<file path="src/rtl/da_wave_pkg.sv">
// Shared types and constants for the DA waveform sequencer.
// Imported by the interface, the accumulator and the top.
package da_wave_pkg;

  localparam int DW_DEF      = 10;
  localparam int FRAC_DEF    = 6;
  localparam int SEG_NUM_DEF = 8;
  localparam int CH_NUM      = 16;

  localparam logic [3:0] ADDR_IDLE  = 4'd8;
  localparam logic [3:0] ADDR_START = 4'd9;

  localparam int SLOPE_LSB = 0;
  localparam int SLOPE_MSB = 15;
  localparam int LEN_LSB   = 16;
  localparam int LEN_MSB   = 27;
  localparam int SLOPE_W   = SLOPE_MSB - SLOPE_LSB + 1;
  localparam int LEN_W     = LEN_MSB - LEN_LSB + 1;

  typedef enum logic [1:0] {
    ST_IDLE,
    ST_ARM,
    ST_RUN,
    ST_FINISH
  } wave_state_e;

endpackage

</file>
<file path="src/rtl/da_wave_if.sv">
// Host config, fire control and DA driver handshake bundle.
// The slave side is the waveform sequencer.
interface da_wave_if;

  logic        CfgWr;
  logic [3:0]  CfgAddr;
  logic [31:0] CfgData;
  logic        Fire;
  logic [15:0] ChEn;
  logic        RdAck;
  logic        Busy;
  logic        Done;
  logic        FireErr;

  logic [da_wave_pkg::DW_DEF-1:0] DA0Data;
  logic [da_wave_pkg::DW_DEF-1:0] DA1Data;
  logic [da_wave_pkg::DW_DEF-1:0] DA2Data;
  logic [da_wave_pkg::DW_DEF-1:0] DA3Data;
  logic [da_wave_pkg::DW_DEF-1:0] DA4Data;
  logic [da_wave_pkg::DW_DEF-1:0] DA5Data;
  logic [da_wave_pkg::DW_DEF-1:0] DA6Data;
  logic [da_wave_pkg::DW_DEF-1:0] DA7Data;
  logic [da_wave_pkg::DW_DEF-1:0] DA8Data;
  logic [da_wave_pkg::DW_DEF-1:0] DA9Data;
  logic [da_wave_pkg::DW_DEF-1:0] DA10Data;
  logic [da_wave_pkg::DW_DEF-1:0] DA11Data;
  logic [da_wave_pkg::DW_DEF-1:0] DA12Data;
  logic [da_wave_pkg::DW_DEF-1:0] DA13Data;
  logic [da_wave_pkg::DW_DEF-1:0] DA14Data;
  logic [da_wave_pkg::DW_DEF-1:0] DA15Data;

  modport master (
    output CfgWr, CfgAddr, CfgData,
    output Fire, ChEn, RdAck,
    input  Busy, Done, FireErr,
    input  DA0Data, DA1Data, DA2Data, DA3Data,
    input  DA4Data, DA5Data, DA6Data, DA7Data,
    input  DA8Data, DA9Data, DA10Data, DA11Data,
    input  DA12Data, DA13Data, DA14Data, DA15Data
  );

  modport slave (
    input  CfgWr, CfgAddr, CfgData,
    input  Fire, ChEn, RdAck,
    output Busy, Done, FireErr,
    output DA0Data, DA1Data, DA2Data, DA3Data,
    output DA4Data, DA5Data, DA6Data, DA7Data,
    output DA8Data, DA9Data, DA10Data, DA11Data,
    output DA12Data, DA13Data, DA14Data, DA15Data
  );

endinterface

</file>
<file path="src/rtl/da_wave_sat_acc.sv">
// Saturating add of a signed slope into an unsigned level accumulator.
// Purely combinational; clamps to [0, all-ones] instead of wrapping.
module da_wave_sat_acc
  import da_wave_pkg::*;
#(
  parameter int DW   = DW_DEF,
  parameter int FRAC = FRAC_DEF
) (
  input  logic [DW+FRAC-1:0]        acc_i,
  input  logic signed [SLOPE_W-1:0] slope_i,
  output logic [DW+FRAC-1:0]        acc_o
);

  localparam int AW = DW + FRAC;
  localparam int SW = AW + 2;

  logic signed [SW-1:0] sum;

  always_comb begin
    sum = $signed({2'b00, acc_i})
        + $signed({{(SW-SLOPE_W){slope_i[SLOPE_W-1]}}, slope_i});
    if (sum[SW-1]) begin
      acc_o = '0;
    end else if (sum[AW]) begin
      acc_o = '1;
    end else begin
      acc_o = sum[AW-1:0];
    end
  end

endmodule

</file>
<file path="src/rtl/da_wave_gen.sv">
// Piecewise-linear waveform sequencer feeding the 16-channel DA driver.
// Steps one sample per RdAck; disabled or idle channels hold IdleLevel.
module da_wave_gen
  import da_wave_pkg::*;
#(
  parameter int SEG_NUM = SEG_NUM_DEF,
  parameter int DW      = DW_DEF,
  parameter int FRAC    = FRAC_DEF
) (
  input logic     Clk1,
  input logic     Rst,
  da_wave_if.slave bus
);

  localparam int AW = DW + FRAC;
  localparam int IW = $clog2(SEG_NUM);

  wave_state_e state_q, state_d;

  logic [AW-1:0]      acc_q, acc_d, acc_sum;
  logic [IW-1:0]      seg_q, seg_d, seg_inc;
  logic [LEN_W-1:0]   rem_q, rem_d;
  logic [DW-1:0]      idle_q, idle_d;
  logic [DW-1:0]      start_q, start_d;
  logic [CH_NUM-1:0]  chen_q, chen_d;
  logic               busy_q, busy_d;
  logic               done_q, done_d;
  logic               ferr_q, ferr_d;
  logic               last_seg;

  logic signed [SLOPE_W-1:0] slope_q [SEG_NUM];
  logic signed [SLOPE_W-1:0] slope_d [SEG_NUM];
  logic [LEN_W-1:0]          len_q   [SEG_NUM];
  logic [LEN_W-1:0]          len_d   [SEG_NUM];
  logic [DW-1:0]             da_q    [CH_NUM];
  logic [DW-1:0]             da_d    [CH_NUM];

  logic unused_cfg_bits;
  assign unused_cfg_bits = ^bus.CfgData[31:LEN_MSB+1];

  da_wave_sat_acc #(
    .DW   (DW),
    .FRAC (FRAC)
  ) u_sat_acc (
    .acc_i   (acc_q),
    .slope_i (slope_q[seg_q]),
    .acc_o   (acc_sum)
  );

  always_comb begin
    state_d  = state_q;
    acc_d    = acc_q;
    seg_d    = seg_q;
    rem_d    = rem_q;
    idle_d   = idle_q;
    start_d  = start_q;
    chen_d   = chen_q;
    slope_d  = slope_q;
    len_d    = len_q;
    done_d   = 1'b0;
    seg_inc  = seg_q + IW'(1);
    last_seg = (seg_q == IW'(SEG_NUM-1))
            || (len_q[seg_inc] == '0);
    ferr_d   = bus.Fire && (state_q != ST_IDLE);

    unique case (state_q)
      ST_IDLE: begin
        if (bus.Fire) begin
          if (len_q[0] != '0) begin
            state_d = ST_ARM;
            chen_d  = bus.ChEn;
          end else begin
            done_d = 1'b1;
          end
        end else if (bus.CfgWr) begin
          if (int'(bus.CfgAddr) < SEG_NUM) begin
            slope_d[bus.CfgAddr[IW-1:0]] =
              bus.CfgData[SLOPE_MSB:SLOPE_LSB];
            len_d[bus.CfgAddr[IW-1:0]] =
              bus.CfgData[LEN_MSB:LEN_LSB];
          end else if (bus.CfgAddr == ADDR_IDLE) begin
            idle_d = bus.CfgData[DW-1:0];
          end else if (bus.CfgAddr == ADDR_START) begin
            start_d = bus.CfgData[DW-1:0];
          end
        end
      end
      ST_ARM: begin
        if (bus.RdAck) begin
          acc_d   = {start_q, {FRAC{1'b0}}};
          seg_d   = '0;
          rem_d   = len_q[0];
          state_d = ST_RUN;
        end
      end
      ST_RUN: begin
        if (bus.RdAck) begin
          acc_d = acc_sum;
          if (rem_q == LEN_W'(1)) begin
            if (last_seg) begin
              state_d = ST_FINISH;
            end else begin
              seg_d = seg_inc;
              rem_d = len_q[seg_inc];
            end
          end else begin
            rem_d = rem_q - LEN_W'(1);
          end
        end
      end
      ST_FINISH: begin
        if (bus.RdAck) begin
          state_d = ST_IDLE;
          done_d  = 1'b1;
        end
      end
    endcase

    busy_d = (state_d != ST_IDLE);

    // Outputs trail the state/acc registers by one cycle.
    for (int ch = 0; ch < CH_NUM; ch++) begin
      if (((state_q == ST_RUN) || (state_q == ST_FINISH))
          && chen_q[ch]) begin
        da_d[ch] = acc_q[AW-1:FRAC];
      end else begin
        da_d[ch] = idle_q;
      end
    end
  end

  always_ff @(posedge Clk1) begin
    if (Rst) begin
      state_q <= ST_IDLE;
      acc_q   <= '0;
      seg_q   <= '0;
      rem_q   <= '0;
      idle_q  <= '0;
      start_q <= '0;
      chen_q  <= '0;
      busy_q  <= 1'b0;
      done_q  <= 1'b0;
      ferr_q  <= 1'b0;
      for (int i = 0; i < SEG_NUM; i++) begin
        slope_q[i] <= '0;
        len_q[i]   <= '0;
      end
      for (int ch = 0; ch < CH_NUM; ch++) begin
        da_q[ch] <= '0;
      end
    end else begin
      state_q <= state_d;
      acc_q   <= acc_d;
      seg_q   <= seg_d;
      rem_q   <= rem_d;
      idle_q  <= idle_d;
      start_q <= start_d;
      chen_q  <= chen_d;
      busy_q  <= busy_d;
      done_q  <= done_d;
      ferr_q  <= ferr_d;
      slope_q <= slope_d;
      len_q   <= len_d;
      da_q    <= da_d;
    end
  end

  assign bus.Busy     = busy_q;
  assign bus.Done     = done_q;
  assign bus.FireErr  = ferr_q;
  assign bus.DA0Data  = da_q[0];
  assign bus.DA1Data  = da_q[1];
  assign bus.DA2Data  = da_q[2];
  assign bus.DA3Data  = da_q[3];
  assign bus.DA4Data  = da_q[4];
  assign bus.DA5Data  = da_q[5];
  assign bus.DA6Data  = da_q[6];
  assign bus.DA7Data  = da_q[7];
  assign bus.DA8Data  = da_q[8];
  assign bus.DA9Data  = da_q[9];
  assign bus.DA10Data = da_q[10];
  assign bus.DA11Data = da_q[11];
  assign bus.DA12Data = da_q[12];
  assign bus.DA13Data = da_q[13];
  assign bus.DA14Data = da_q[14];
  assign bus.DA15Data = da_q[15];

endmodule

</file>
<file path="src/flat_wrapper.sv">
// flat-port wrapper written by rule: the top's interface ports become plain ports
module da_wave_gen_flat import da_wave_pkg::*;
#(
  parameter int SEG_NUM = SEG_NUM_DEF,
  parameter int DW      = DW_DEF,
  parameter int FRAC    = FRAC_DEF
)
  (Clk1, Rst, bus_CfgWr, bus_CfgAddr, bus_CfgData, bus_Fire, bus_ChEn, bus_RdAck, bus_Busy, bus_Done, bus_FireErr, bus_DA0Data, bus_DA1Data, bus_DA2Data, bus_DA3Data, bus_DA4Data, bus_DA5Data, bus_DA6Data, bus_DA7Data, bus_DA8Data, bus_DA9Data, bus_DA10Data, bus_DA11Data, bus_DA12Data, bus_DA13Data, bus_DA14Data, bus_DA15Data);
  da_wave_if bus_i ();
  input logic Clk1;
  input logic Rst;
  input wire logic [$bits(bus_i.CfgWr)-1:0] bus_CfgWr;
  input wire logic [$bits(bus_i.CfgAddr)-1:0] bus_CfgAddr;
  input wire logic [$bits(bus_i.CfgData)-1:0] bus_CfgData;
  input wire logic [$bits(bus_i.Fire)-1:0] bus_Fire;
  input wire logic [$bits(bus_i.ChEn)-1:0] bus_ChEn;
  input wire logic [$bits(bus_i.RdAck)-1:0] bus_RdAck;
  output wire logic [$bits(bus_i.Busy)-1:0] bus_Busy;
  output wire logic [$bits(bus_i.Done)-1:0] bus_Done;
  output wire logic [$bits(bus_i.FireErr)-1:0] bus_FireErr;
  output wire logic [$bits(bus_i.DA0Data)-1:0] bus_DA0Data;
  output wire logic [$bits(bus_i.DA1Data)-1:0] bus_DA1Data;
  output wire logic [$bits(bus_i.DA2Data)-1:0] bus_DA2Data;
  output wire logic [$bits(bus_i.DA3Data)-1:0] bus_DA3Data;
  output wire logic [$bits(bus_i.DA4Data)-1:0] bus_DA4Data;
  output wire logic [$bits(bus_i.DA5Data)-1:0] bus_DA5Data;
  output wire logic [$bits(bus_i.DA6Data)-1:0] bus_DA6Data;
  output wire logic [$bits(bus_i.DA7Data)-1:0] bus_DA7Data;
  output wire logic [$bits(bus_i.DA8Data)-1:0] bus_DA8Data;
  output wire logic [$bits(bus_i.DA9Data)-1:0] bus_DA9Data;
  output wire logic [$bits(bus_i.DA10Data)-1:0] bus_DA10Data;
  output wire logic [$bits(bus_i.DA11Data)-1:0] bus_DA11Data;
  output wire logic [$bits(bus_i.DA12Data)-1:0] bus_DA12Data;
  output wire logic [$bits(bus_i.DA13Data)-1:0] bus_DA13Data;
  output wire logic [$bits(bus_i.DA14Data)-1:0] bus_DA14Data;
  output wire logic [$bits(bus_i.DA15Data)-1:0] bus_DA15Data;
  assign bus_i.CfgWr = bus_CfgWr;
  assign bus_i.CfgAddr = bus_CfgAddr;
  assign bus_i.CfgData = bus_CfgData;
  assign bus_i.Fire = bus_Fire;
  assign bus_i.ChEn = bus_ChEn;
  assign bus_i.RdAck = bus_RdAck;
  assign bus_Busy = bus_i.Busy;
  assign bus_Done = bus_i.Done;
  assign bus_FireErr = bus_i.FireErr;
  assign bus_DA0Data = bus_i.DA0Data;
  assign bus_DA1Data = bus_i.DA1Data;
  assign bus_DA2Data = bus_i.DA2Data;
  assign bus_DA3Data = bus_i.DA3Data;
  assign bus_DA4Data = bus_i.DA4Data;
  assign bus_DA5Data = bus_i.DA5Data;
  assign bus_DA6Data = bus_i.DA6Data;
  assign bus_DA7Data = bus_i.DA7Data;
  assign bus_DA8Data = bus_i.DA8Data;
  assign bus_DA9Data = bus_i.DA9Data;
  assign bus_DA10Data = bus_i.DA10Data;
  assign bus_DA11Data = bus_i.DA11Data;
  assign bus_DA12Data = bus_i.DA12Data;
  assign bus_DA13Data = bus_i.DA13Data;
  assign bus_DA14Data = bus_i.DA14Data;
  assign bus_DA15Data = bus_i.DA15Data;
  da_wave_gen #(.SEG_NUM(SEG_NUM), .DW(DW), .FRAC(FRAC)) u_core (.Clk1(Clk1), .Rst(Rst), .bus(bus_i));
endmodule
</file>
<file path="config.mk">
export PLATFORM = sky130hd
export DESIGN_NAME = da_wave_gen_flat
export DESIGN_NICKNAME = d
export VERILOG_FILES = /design/src/rtl/da_wave_pkg.sv /design/src/rtl/da_wave_if.sv /design/src/rtl/da_wave_sat_acc.sv /design/src/rtl/da_wave_gen.sv /design/src/flat_wrapper.sv
export SDC_FILE = /design/constraint.sdc
export NUM_CORES = 1
export LEC_CHECK = 0
export BUFFER_PORTS_ARGS = -buffer_cell sky130_fd_sc_hd__clkbuf_2
export CORE_UTILIZATION = 39
export CTS_BUF_LIST = sky130_fd_sc_hd__clkbuf_4 sky130_fd_sc_hd__clkbuf_8
export DETAILED_ROUTE_END_ITERATION = 16
export GPL_TIMING_DRIVEN = 0
export PLACE_DENSITY = 0.67
export SLEW_MARGIN = 20
export SYNTH_ARGS = -nofsm -noshare
export SYNTH_HDL_FRONTEND = slang
export SYNTH_SLANG_ARGS = --single-unit
</file>
<file path="constraint.sdc">
create_clock -name Clk1 -period 13.1 [get_ports Clk1]
set_clock_uncertainty 0.15 [all_clocks]
set_input_delay 1.31 -clock Clk1 [delete_from_list [all_inputs] [get_ports Clk1]]
set_output_delay 1.31 -clock Clk1 [all_outputs]
set_load 0.05 [all_outputs]
</file>
==> out/metrics.cfg <==
[floorplan]
pin_count = 220
initial_core_util = 0.395
die_w_um = 225
die_y_um = 225
rows = 81
dieArea_mm2 = 0.0505
core_mm2 = 0.0490

[finish]
nNetsFinal = 2705
finish.utilization = 0.466
multi_input_area_mm2 = 0.00926
layout-drive-gt1-share = 0.163
final_cell_area_mm2 = 0.0228
fillCellCount = 4683
syn2layout_area_growth_pct = 17.9
regArea_mm2 = 0.00913
post_layout_nonfiller_instances = 3350

[timing]
slew_violations = 0
worst_slack_ps = 7310
setup_viol = 0
rsz0062_at_grt = false
hold_viol_final = 0
max_freq_mhz = 173
setup-tns-final_ps = 0
finalCriticalPeriod_ps = 5790
hold_ws_ps = 304
slew-limit-headroom = 0.233
worst_pin_slew_ps = 1140
fin_crit_sh = 0.442

[route]
detail_route.first_pass.iterations = 10
via_per_inst = 5.44
routed_wl_um = 66600
drt-initial-drc-count = 2057
drc = 0
vias = 18200
antenna_left = 0
drt-wirelength-per-cell_um = 19.9

[clock_tree]
cts_tree = built
path_clk_slew_ps = 60
clock-sinks = 456
cts_root_buffer = clkbuf_8
cts_hold_buffers = 0
cts_buffers = 75
clock_latency_ps = 670
post_cts_buffers = 0
clock_path_buffers = 3
cts_htree_levels = 3
cts_resized = 0

[global_route]
antenna_found_initial = 3
grtUsageTotal = 0.259
grt_pass1_wl_um = 100000
first_global_vias = 17400
overflow = 0
grt_max_degree = 11

[logic_synthesis]
ys.flop_type = dfxtp_1
synth_seq_cells = 456
syn-cell-area_mm2 = 0.0193
avgSynthCellArea_um2 = 8.20
yosysSeqAreaShare = 0.472
yosys_warnings = 0
syn_inst = 2358
synthArstFlopShare = 0
synth_edf_count = 0
synth_cell_types = 63
synth_fp_nets = 2441

[place]
hpwl_um = 48400
port_buffers = 187
place_congestion = 0.911
pre_cts_ws_ps = 7390
place_area_mm2 = 0.0211
placed_cells = 3209

[power]
p_sw_mw = 1.02
p_clk_frac = 0.407
combinationalPowerShare = 0.162
power_frac_seq = 0.431
p_per_area_mw_per_mm2 = 148
p_int_mw = 2.37
p_leak_nw = 8.24
power_mw = 3.38
ir_drop_mv = 0.0743
p_sw_frac = 0.300

[setup_path]
setup.worst_path.start_class = flip-flop
crit_path_max_fanout = 10
end_kind = flip-flop
arrival_ps = 6210
crit_required_ps = 13520
path_class = flip-flop to flip-flop

[worst_hold_path]
min_path_type = flip-flop to flip-flop

[status]
status = completed

[job]
max_cap_viol_count = 0

[flip-flops by register name (all words and copies together), names as in the netlist, 12 cells and up]
register	cells
u_core.chen_q	16
u_core.len_q	96
u_core.rem_q	12
u_core.acc_q	16
u_core.slope_q	128
[layer usage]
metal	up-vias	GRT usage	share of wire
met3	194	0.0449	0.087
met5	-	0	0
li1	8426	-	-
met2	1056	0.431	0.47
met4	0	0.126	0.039
met1	8542	0.324	0.41
[worst paths after layout]
check,startpoint,endpoint,slack (ps),cells past startpoint
worst max-delay path,u_core.seg_q[0]$_SDFFE_PP0P_,u_core.acc_q[15]$_SDFFE_PP0P_,7310,15
worst min-delay path,u_core.slope_q[88]$_SDFFE_PP0P_,u_core.slope_q[88]$_SDFFE_PP0P_,300,2
worst max register to register,u_core.seg_q[0]$_SDFFE_PP0P_,u_core.acc_q[15]$_SDFFE_PP0P_,7310,15
worst min register to register,u_core.slope_q[88]$_SDFFE_PP0P_,u_core.slope_q[88]$_SDFFE_PP0P_,300,2
[cell families after synthesis]
| group | after synthesis | share of synthesized area |
|---|---|---|
| simple gates | 1000 | 0.208 |
| compound gates | 513 | 0.144 |
| buf+inv | 225 | 0.0492 |
| mux | 119 | 0.100 |
| flops | 456 | 0.472 |
| fa+ha+maj | 26 | 0.0172 |
| xor+xnor | 19 | 0.00861 |
[power by group through the flow]
| stage | Combinational, mW | Clock [mW] | Sequential, mW |
|---|---|---|---|
| floorplan | 0.348 | 0 | 1.50 |
| global placement | 0.526 | 0 | 1.49 |
| detailed placement | 0.534 | 0 | 1.49 |
| CTS | 0.536 | 1.39 | 1.46 |
| global route | 0.589 | 1.45 | 1.46 |
| finish | 0.549 | 1.38 | 1.46 |
[critical path, stage by stage, from the launching register on]
cell	delay, ps
dfxtp_1	550
buf_4	320
buf_4	280
buf_2	420
mux4_2	540
mux2_2	300
ha_1	250
fa_1	440
a21o_1	240
a22o_1	260
nor4_1	500
o31ai_1	200
xnor2_1	480
clkbuf_1	450
nor3_1	150
o22ai_1	160
[final cells by class]
class,count,area share
Clock buffer,110,0.0609
Antenna cell,3,0.000329
Multi-Input combinational cell,1677,0.406
Clock inverter,28,0.0126
Tap cell,664,0.0365
Timing Repair Buffer,187,0.0411
Buffer,214,0.0399
Inverter,11,0.00181
Sequential cell,456,0.401
[synth_stat cells, types with 11 or more instances]
cell | count | share of area
and3_1 | 13 | 0.0042
nor2_1 | 81 | 0.016
mux4_2 | 53 | 0.062
o21ai_0 | 13 | 0.0034
mux2i_1 | 45 | 0.023
mux2_2 | 17 | 0.0099
and2_1 | 19 | 0.0061
a211oi_1 | 21 | 0.0082
ha_1 | 25 | 0.016
a21oi_1 | 412 | 0.11
buf_1 | 17 | 0.0033
nor4_1 | 11 | 0.0036
nand2_1 | 816 | 0.16
dfxtp_1 | 456 | 0.47
xnor2_1 | 11 | 0.0050
buf_4 | 22 | 0.0085
inv_1 | 11 | 0.0021
clkbuf_1 | 166 | 0.032
[layout by cell type (no fill, tap or decap), types with 6 or more instances in the layout]
cell type and n:
clkinvlp_4 9, buf_4 22, nand3b_1 8, a21oi_1 412
nand3_1 10, nor2_1 81, clkbuf_4 20, and3_1 13
clkbuf_8 90, mux4_2 53, nor3_1 10, mux2_2 17
nor2b_1 7, o211ai_1 9, clkinv_2 14, o21ai_0 13
ha_1 25, buf_2 7, a211oi_1 21, nand2_1 816
clkbuf_2 187, o21ai_1 10, xnor2_1 11, and2_1 19
mux2i_1 45, nor4_1 10, inv_1 11, o22ai_1 9
a21o_1 6, xor2_1 8, buf_1 17, dfxtp_1 456
clkbuf_1 166
Power figures use the tool's default switching activity.
